[config.mk]
export PLATFORM = sky130hd
export DESIGN_NAME = rv_wb_arbiter
export DESIGN_NICKNAME = d
export VERILOG_FILES = /design/src/rtl/rv_pkg.sv /design/src/rtl/rv_rr_arb2.sv /design/src/rtl/rv_wb_arbiter.sv
export SDC_FILE = /design/constraint.sdc
export NUM_CORES = 1
export LEC_CHECK = 0
export CAP_MARGIN = 10
export CORE_ASPECT_RATIO = 1.4
export CORE_MARGIN = 8
export CORE_UTILIZATION = 43
export CTS_BUF_LIST = sky130_fd_sc_hd__clkbuf_8 sky130_fd_sc_hd__clkbuf_16
export CTS_CLUSTER_SIZE = 25
export DETAILED_ROUTE_END_ITERATION = 7
export PLACE_DENSITY = 0.81
export SLEW_MARGIN = 20
export SYNTH_ARGS = -nofsm -noshare
export SYNTH_HDL_FRONTEND = slang
export SYNTH_SLANG_ARGS = --single-unit
[constraint.sdc]
create_clock -name clk -period 2.2 [get_ports clk]
set_clock_uncertainty 0.1 [all_clocks]
set_input_delay 0.22 -clock clk [delete_from_list [all_inputs] [get_ports clk]]
set_output_delay 0.22 -clock clk [all_outputs]
set_load 0.01 [all_outputs]
[src/rtl/rv_pkg.sv]
// Shared widths, requester encoding and writeback payload type for the
// register-file writeback path.
package rv_pkg;

  localparam int unsigned XLEN     = 32;
  localparam int unsigned REG_AW   = 5;
  localparam int unsigned NUM_REGS = 2 ** REG_AW;

  localparam logic [REG_AW-1:0] REG_X0 = '0;

  localparam int unsigned REQ_ALU = 0;
  localparam int unsigned REQ_LSU = 1;

  typedef struct packed {
    logic [REG_AW-1:0] rd;
    logic [XLEN-1:0]   data;
  } wb_req_t;

  function automatic logic [NUM_REGS-1:0] reg_onehot(input logic [REG_AW-1:0] r);
    reg_onehot = NUM_REGS'(1) << r;
  endfunction

endpackage

[src/rtl/rv_rr_arb2.sv]
// Two-way round-robin arbiter; on a tie the requester not granted last wins.
module rv_rr_arb2
  import rv_pkg::*;
(
  input  logic       clk,
  input  logic       rst_n,
  input  logic [1:0] req,
  input  logic       accept,
  output logic [1:0] gnt_c
);

  // 1 means the LSU held the last grant; reset value lets the ALU win the first tie
  logic last_lsu_q;

  always_ff @(posedge clk or negedge rst_n) begin
    if (!rst_n) begin
      last_lsu_q <= 1'(REQ_LSU);
    end else if (accept) begin
      last_lsu_q <= gnt_c[REQ_LSU];
    end
  end

  always_comb begin
    gnt_c = '0;
    case (req)
      2'b01:   gnt_c[REQ_ALU] = 1'b1;
      2'b10:   gnt_c[REQ_LSU] = 1'b1;
      2'b11: begin
        if (last_lsu_q) gnt_c[REQ_ALU] = 1'b1;
        else            gnt_c[REQ_LSU] = 1'b1;
      end
      default: gnt_c = '0;
    endcase
  end

endmodule

[src/rtl/rv_wb_arbiter.sv]
// Writeback controller: arbitrates ALU/LSU onto the single register-file write
// port and tracks pending destinations in a busy scoreboard for decode stalls.
module rv_wb_arbiter
  import rv_pkg::*;
(
  input  logic                clk,
  input  logic                rst_n,
  input  logic                alu_valid_i,
  input  logic [REG_AW-1:0]   alu_rd_i,
  input  logic [XLEN-1:0]     alu_data_i,
  output logic                alu_ready_o,
  input  logic                lsu_valid_i,
  input  logic [REG_AW-1:0]   lsu_rd_i,
  input  logic [XLEN-1:0]     lsu_data_i,
  output logic                lsu_ready_o,
  input  logic                issue_valid_i,
  input  logic [REG_AW-1:0]   issue_rd_i,
  input  logic [REG_AW-1:0]   rs1_i,
  input  logic [REG_AW-1:0]   rs2_i,
  output logic                stall_o,
  output logic                rf_write_o,
  output logic [REG_AW-1:0]   rf_rd_o,
  output logic [XLEN-1:0]     rf_data_o,
  output logic [NUM_REGS-1:0] busy_o
);

  logic [1:0]          req;
  logic [1:0]          gnt;
  logic                xfer;
  wb_req_t             alu_req;
  wb_req_t             lsu_req;
  wb_req_t             sel_req;
  logic [NUM_REGS-1:0] busy_q;
  logic [NUM_REGS-1:0] busy_d;
  logic [NUM_REGS-1:0] busy_set;
  logic [NUM_REGS-1:0] busy_clr;

  assign req     = {lsu_valid_i, alu_valid_i};
  assign xfer    = |gnt;
  assign alu_req = '{rd: alu_rd_i, data: alu_data_i};
  assign lsu_req = '{rd: lsu_rd_i, data: lsu_data_i};
  assign sel_req = gnt[REQ_LSU] ? lsu_req : alu_req;

  assign alu_ready_o = gnt[REQ_ALU];
  assign lsu_ready_o = gnt[REQ_LSU];

  rv_rr_arb2 u_arb (
    .clk    (clk),
    .rst_n  (rst_n),
    .req    (req),
    .accept (xfer),
    .gnt_c  (gnt)
  );

  // Output stage; x0 writes are accepted but never reach the register file
  always_ff @(posedge clk or negedge rst_n) begin
    if (!rst_n) begin
      rf_write_o <= 1'b0;
      rf_rd_o    <= '0;
      rf_data_o  <= '0;
      busy_q     <= '0;
    end else begin
      rf_write_o <= xfer && (sel_req.rd != REG_X0);
      if (xfer) begin
        rf_rd_o   <= sel_req.rd;
        rf_data_o <= sel_req.data;
      end
      busy_q <= busy_d;
    end
  end

  // A new producer issued on the committing edge keeps its register busy
  always_comb begin
    busy_clr = rf_write_o ? reg_onehot(rf_rd_o) : '0;
    busy_set = (issue_valid_i && (issue_rd_i != REG_X0)) ? reg_onehot(issue_rd_i) : '0;
    busy_d   = (busy_q & ~busy_clr) | busy_set;
    busy_d[REG_X0] = 1'b0;
  end

  assign busy_o  = busy_q;
  assign stall_o = busy_q[rs1_i] | busy_q[rs2_i] | (issue_valid_i & busy_q[issue_rd_i]);

endmodule

==> results of run 1 <==
## routing by layer
layer	track usage [%]	vias to the layer above	wire (um)
li1	-	1919	-
met1	26.70	2041	5401
met2	43.85	291	7761
met3	10.14	54	1842
met4	15.80	0	814
met5	0	-	0
## what timing repair did
item	4_1_cts	5_1_grt
gates resized for setup	15	0
buffers inserted	7	0
pin swaps	6	0
hold endpoints to repair	69	0
endpoints found under the setup margin	1	1
hold buffers	1	0
## state kept, by name, summed over array words and instances, names as in the netlist
name / count
busy_o: 31
u_arb.last_lsu_q: 1
rf_rd_o: 5
rf_data_o: 32
rf_write_o: 1
## cell usage in the layout (no fill, tap or decap), types with 3 or more instances in the layout
cell               n
o21ai_0           63
nand3b_1           6
mux4_2            11
nor2_1            74
nand3_1            5
clkinv_2           3
clkdlybuf4s50_1  160
nor2b_1            9
or2_2              7
clkbuf_16          9
and3_1             3
buf_6              4
a22oi_1            3
mux2i_1           20
mux4_1             4
inv_1              4
nand2_1           17
dlygate4sd2_1      3
nand2b_1           7
dfrtp_1           69
buf_4             67
a21oi_1            8
nand4b_1           3
o22ai_1           33
## metrics by stage
stage	total power (W)	cell area, um^2	hold slack (ps)
finish	0.006699	6410	343.3
global placement	0.005036	6030	170.4
global route	0.007019	6410	370.5
floorplan	0.003055	3845	-175.6
CTS	0.006691	6410	354.7
detailed placement	0.005102	6030	177.0
## cell families (layout without fill, tap and decap cells)
family          Yosys count  in the layout  share of synthesized area [%]
flops                    70             70                          45.59
compound gates          120            120                          18.03
mux                      37             37                          15.07
simple gates            143            143                          17.80
other cells               1              1                        0.09753
buf+inv                  31            258                          3.417
## worst paths after layout
kind | from | end | slack (ps) | cells past startpoint
hold reg to reg | rf_data_o[21] | rf_data_o[21] | 420 | 2
min in group clk | lsu_data_i[21] | rf_data_o[21] | 360 | 3
setup reg to reg | rf_rd_o[4] | busy_o[1] | 360 | 4
setup / recovery | busy_o[19] | stall_o | -270 | 7
max in group asynchronous | rst_n | u_arb.last_lsu_q | 1330 | 3
hold / removal | rst_n | rf_data_o[17] | 340 | 3
## worst register-to-register path: stages, from the launching register on
cell and delay (ps):
dfrtp_1 420, or3b_2 540, or2_2 360, o21ai_0 170
o21ai_0 110
## report_power, final
group / total (W) / internal [W] / switching (W)
Sequential: 0.00205 / 0.00167 / 0.000379
Combinational: 0.00318 / 0.00187 / 0.00131
Clock: 0.00147 / 0.000929 / 0.000542
Total: 0.00670 / 0.00446 / 0.00223
## cell type report
| type | count | area (um^2) | area share, % |
|---|---|---|---|
| repair buffers | 239 | 2236 | 34.88 |
| flip-flops and latches | 70 | 1753 | 27.35 |
| inverters | 3 | 11.26 | 0.1757 |
| clock inverters | 5 | 48.80 | 0.7613 |
| multi-input cells | 301 | 1974 | 30.80 |
| clock buffers | 11 | 252.7 | 3.943 |
| well taps | 107 | 133.9 | 2.089 |
==> results by group, run 1 <==
Pwr
  – Pwr dens: roughly 1000 nW/um^2
  – Leakage: 2.659 nW
  – Peak supply drop: roughly 630 uV

Setup path
  – Critical Path, Cell by Cell: buf_6 -> mux4_2 -> nand4b_1 -> nand2_1 -> a2111oi_2 -> nand4b_1 -> buf_2
  – Critical Path RT: roughly 1900 ps
  – WP data arrival: 2150 ps
  – Buffer and inverter count on the worst path: 2
  – Startpoint types: register
  – Critical-path maximum fanout: 4
  – Delay-heaviest family, CP: multiplexers
  – Kind of critical path: register to output pin
  – Endpoint class of the critical path: output pin
  – CP peak stage delay: 460 ps
  – Slowest stage cell, crit path: mux4_2
  – CP dominant cell by count: nand4b_1

Timing
  – Final worst path period need: 2467 ps
  – Final Max Slew Viols: 0
  – Final hold viol count: 0
  – Worst relative slew slack: 57.81%
  – RSZ-0062 raised after global routing: yes
  – Final WS setup: -267.1 ps
  – Fmax: just over 400 MHz
  – Worst-Margin Slew: 632.9 ps
  – Fin crit share: 112.1%
  – Setup Viol. Count Final: 1
  – Setup TNS: -267.1 ps

Logic synthesis
  – Mapped cell area: 3845 um^2
  – Number of distinct library cells after synthesis: 44
  – Top cells by area, synth: dfrtp_1, o21ai_0, nor2_1
  – Yosys top cell area share: between 40% and 50%
  – Synth async-reset ratio: 100.0%
  – Commonest cells post-synth: nor2_1, dfrtp_1, o21ai_0, o22ai_1, clkbuf_1
  – Count of flip-flops with a built-in enable after synthesis: 0
  – Sequential fraction of the synthesis area: 45.59%
  – Gate Count Post-Synth: 402
  – Ys Warns: 0
  – Cell with the most instances after synthesis: nor2_1
  – Primary FF master, synth: dfrtp_1
  – Syn_nets: 496
  – Largest area contributor in the netlist: dfrtp_1
  – Synth Register Bits: 70
  – Syn avg cell area: 9.565 um^2

Finish
  – Finished Layout Cells: 736
  – Inserted Diodes: 0
  – Final Util: 72.23%
  – Number of nets in the layout: 718
  – Layout area overhead: 66.71%
  – Layout cells sized above 1: 18.28%
  – Layout filler cell count: 656

Global route
  – First-pass GRT wire length: roughly 24000 um
  – Initial antenna violation count: 0
  – Global Route Usage Sum: 26.25%
  – Vias in the first global route: 4647
  – Largest net degree at the start of global routing: 71
  – Gr ovfl total: 0

Clock network
  – Num CTS Buffers: 9
  – H-tree levels: 3
  – CTS sink cnt: 70
  – Clk slew on worst S/H paths: 50 ps
  – Max clock buf depth: 2
  – CTS tree: built
  – Worst-Skew Late Latency: between 300 and 400 ps
  – Clk root buf: clkbuf_16

Die
  – Initial Utilization: a little over two fifths
  – Core Region: 8875 um^2
  – Die H: 127.9 um
  – # rows: 41
  – Die X: 95.92 um
  – Die ar.: between 10000 and 15000 um^2
  – IO Count: ~170

Route
  – Post-DR vias/cell: 5.849
  – Drt drc: 0
  – Wire length per cell: 21.49 um
  – ANT nets after route: 0
  – DR pass1 iterations: 5
  – Vias: 4305
  – Starting DRT DRC Count: 234
  – Drt total wl: 15820 um

Place
  – I/O Buffers: 165
  – Pre-CTS WS: -808.1 ps
  – Detailed Place HPWL: 12160 um
  – Placer congestion estimate: 0.9738
  – Cells after DPL: roughly 710

Worst hold path
  – Hold Crit Class: primary input to asynchronous set/reset pin

Status
  – Failing checks: negative setup slack
  – Outcome: finished, violations left

Job
  – Max Cap Viol: 0
(Power assumes the default switching activity.)
==> run 2: changes to the inputs <==
CELL_PAD_IN_SITES_DETAIL_PLACEMENT = 1   (was default)
CELL_PAD_IN_SITES_GLOBAL_PLACEMENT = 2   (was default)
CORE_UTILIZATION = 24   (was 43)
PLACE_DENSITY = default   (was 0.81)
PLACE_DENSITY_LB_ADDON = 0.1   (was default)
==> results by group, run 2 (same netlist as run 1, synthesis figures left out) <==
Die
  – Die X: 123.0 um
  – Die H: 165.8 um
  – # rows: 55
  – Initial Utilization: about 24%
  – IO Count: 167
  – Die ar.: 20380 um^2
  – Core Region: roughly 16000 um^2

Global route
  – Gr ovfl total: 0
  – Met1 Usage GRT: between 10% and 20%
  – Largest net degree at the start of global routing: 71
  – Initial antenna violation count: 1
  – Met2 Usage GRT: 31.75%
  – Met3 usage: 6.091%
  – First-pass GRT wire length: roughly 28000 um
  – Global Route Usage Sum: ~18%
  – Grt peak-use layer: met2
  – Vias in the first global route: 4749

Setup path
  – Critical Path RT: 1880 ps
  – Kind of critical path: register to output pin
  – Startpoint types: register
  – WP data arrival: around 2200 ps
  – Critical-path maximum fanout: 4
  – Reg-to-reg slack, setup: ~340 ps
  – Endpoint class of the critical path: output pin

Timing
  – Final WS setup: -307.5 ps
  – Final hold viol count: 0
  – Setup TNS: -307.5 ps
  – Final Max Slew Viols: 0
  – Fin crit share: 114.0%
  – Fmax: 398.8 MHz
  – RSZ-0062 raised after global routing: yes
  – Setup Viol. Count Final: 1
  – Final worst path period need: 2508 ps

Clock network
  – Clk slew on worst S/H paths: 60 ps
  – Num CTS Buffers: 9
  – Worst-Skew Late Latency: between 300 and 400 ps
  – Max clock buf depth: 2
  – CTS tree: built
  – H-tree levels: 3
  – Clk root buf: clkbuf_16
  – CTS sink cnt: 70

Pwr
  – Peak supply drop: 399.6 uV
  – Pwr dens: 1027 nW/um^2
  – Pwr Total: 0.006700 W
  – Leakage: 2.652 nW

Finish
  – Layout filler cell count: 1842
  – Max reg flops: 32
  – Area occupied by multi-input gates: about 2000 um^2
  – Number of nets in the layout: 717
  – Biggest register: rf_data_o
  – Commonest non-fill, non-tap cell in the layout: clkdlybuf4s50_1
  – Inserted Diodes: 0
  – Layout cells sized above 1: ~18%
  – Final Util: between 40% and 50%
  – Layout area overhead: 69.74%
  – Register area: 1753 um^2
  – Most frequent cells in the layout: clkdlybuf4s50_1, nor2_1, dfrtp_1

Place
  – I/O Buffers: 165
  – Detailed Place HPWL: 14060 um
  – Placer congestion estimate: 0.9274

Route
  – ANT nets after route: 0
  – Vias: between 4000 and 5000
  – Drt total wl: between 15000 and 20000 um
  – Starting DRT DRC Count: 172
  – Wire length per cell: 21.46 um
  – DR pass1 iterations: 4
  – Drt drc: 0
  – Post-DR vias/cell: about 5.0

Job
  – Max Cap Viol: 0

Status
  – Failing checks: negative setup slack
  – Outcome: finished, violations left

Worst hold path
  – Hold Crit Class: primary input to asynchronous set/reset pin
run 2: cell count changes in the layout (fill, tap and decap cells not counted), sizes merged:
| cell | delta |
|---|---|
| clkbuf | -2 |
| buf | -1 |
| clkinv | +2 |
run 2: layout make-up:
| type | instances | share of cell area, % |
|---|---|---|
| Tap cell | 199 | 3.815 |
| Multi-Input combinational cell | 301 | 30.35 |
| Clock inverter | 7 | 1.016 |
| Inverter | 3 | 0.1725 |
| Sequential cell | 70 | 26.86 |
| Timing Repair Buffer | 238 | 34.34 |
| Clock buffer | 9 | 3.451 |
run 2: power by group:
group	internal [W]	switching (W)
Sequential	0.00167	0.000400
Clock	0.000871	0.000575
Combinational	0.00185	0.00134
run 2: per-layer routing:
| metal | vias up | routed length, um |
|---|---|---|
| met5 | - | 13 |
| met3 | 36 | 1387 |
| met2 | 147 | 9492 |
| met1 | 2016 | 6287 |
| li1 | 1911 | - |
| met4 | 2 | 563 |
run 2: what timing repair did:
item,in CTS,in global routing
hold buffers,1,0
setup buffers,5,0
pin swaps,7,1
endpoints found under the setup margin,1,1
hold endpoints to repair,69,0
gates resized for setup,15,0
run 2: worst paths after layout:
check | cells past startpoint | start | end
min in group clk | 3 | lsu_data_i[20] | rf_data_o[20]
hold reg to reg | 2 | rf_data_o[29] | rf_data_o[29]
setup / recovery | 7 | busy_o[19] | stall_o
setup reg to reg | 4 | rf_rd_o[4] | busy_o[5]
max in group asynchronous | 3 | rst_n | u_arb.last_lsu_q
hold / removal | 3 | rst_n | rf_data_o[14]
run 2: critical path, cell delays in order (launching register included):
cell       delay (ps)
dfrtp_1           380
buf_4             160
mux4_2            470
nand4b_1          110
nand2_1            80
a2111oi_2         350
nand4b_1          140
buf_2             160
run 2: per-stage QoR:
step	instances	instance area, um^2	setup slack, ps	hold slack (ps)
3_3_place_gp	805	6172	-879.6	181.6
4_1_cts	827	6526	-322.9	355.5
2_1_floorplan	402	3845	146.0	-175.6
5_1_grt	827	6526	-392.4	365.1
6_report	827	6526	-307.5	325.9
3_5_place_dp	805	6172	-869.7	188.2
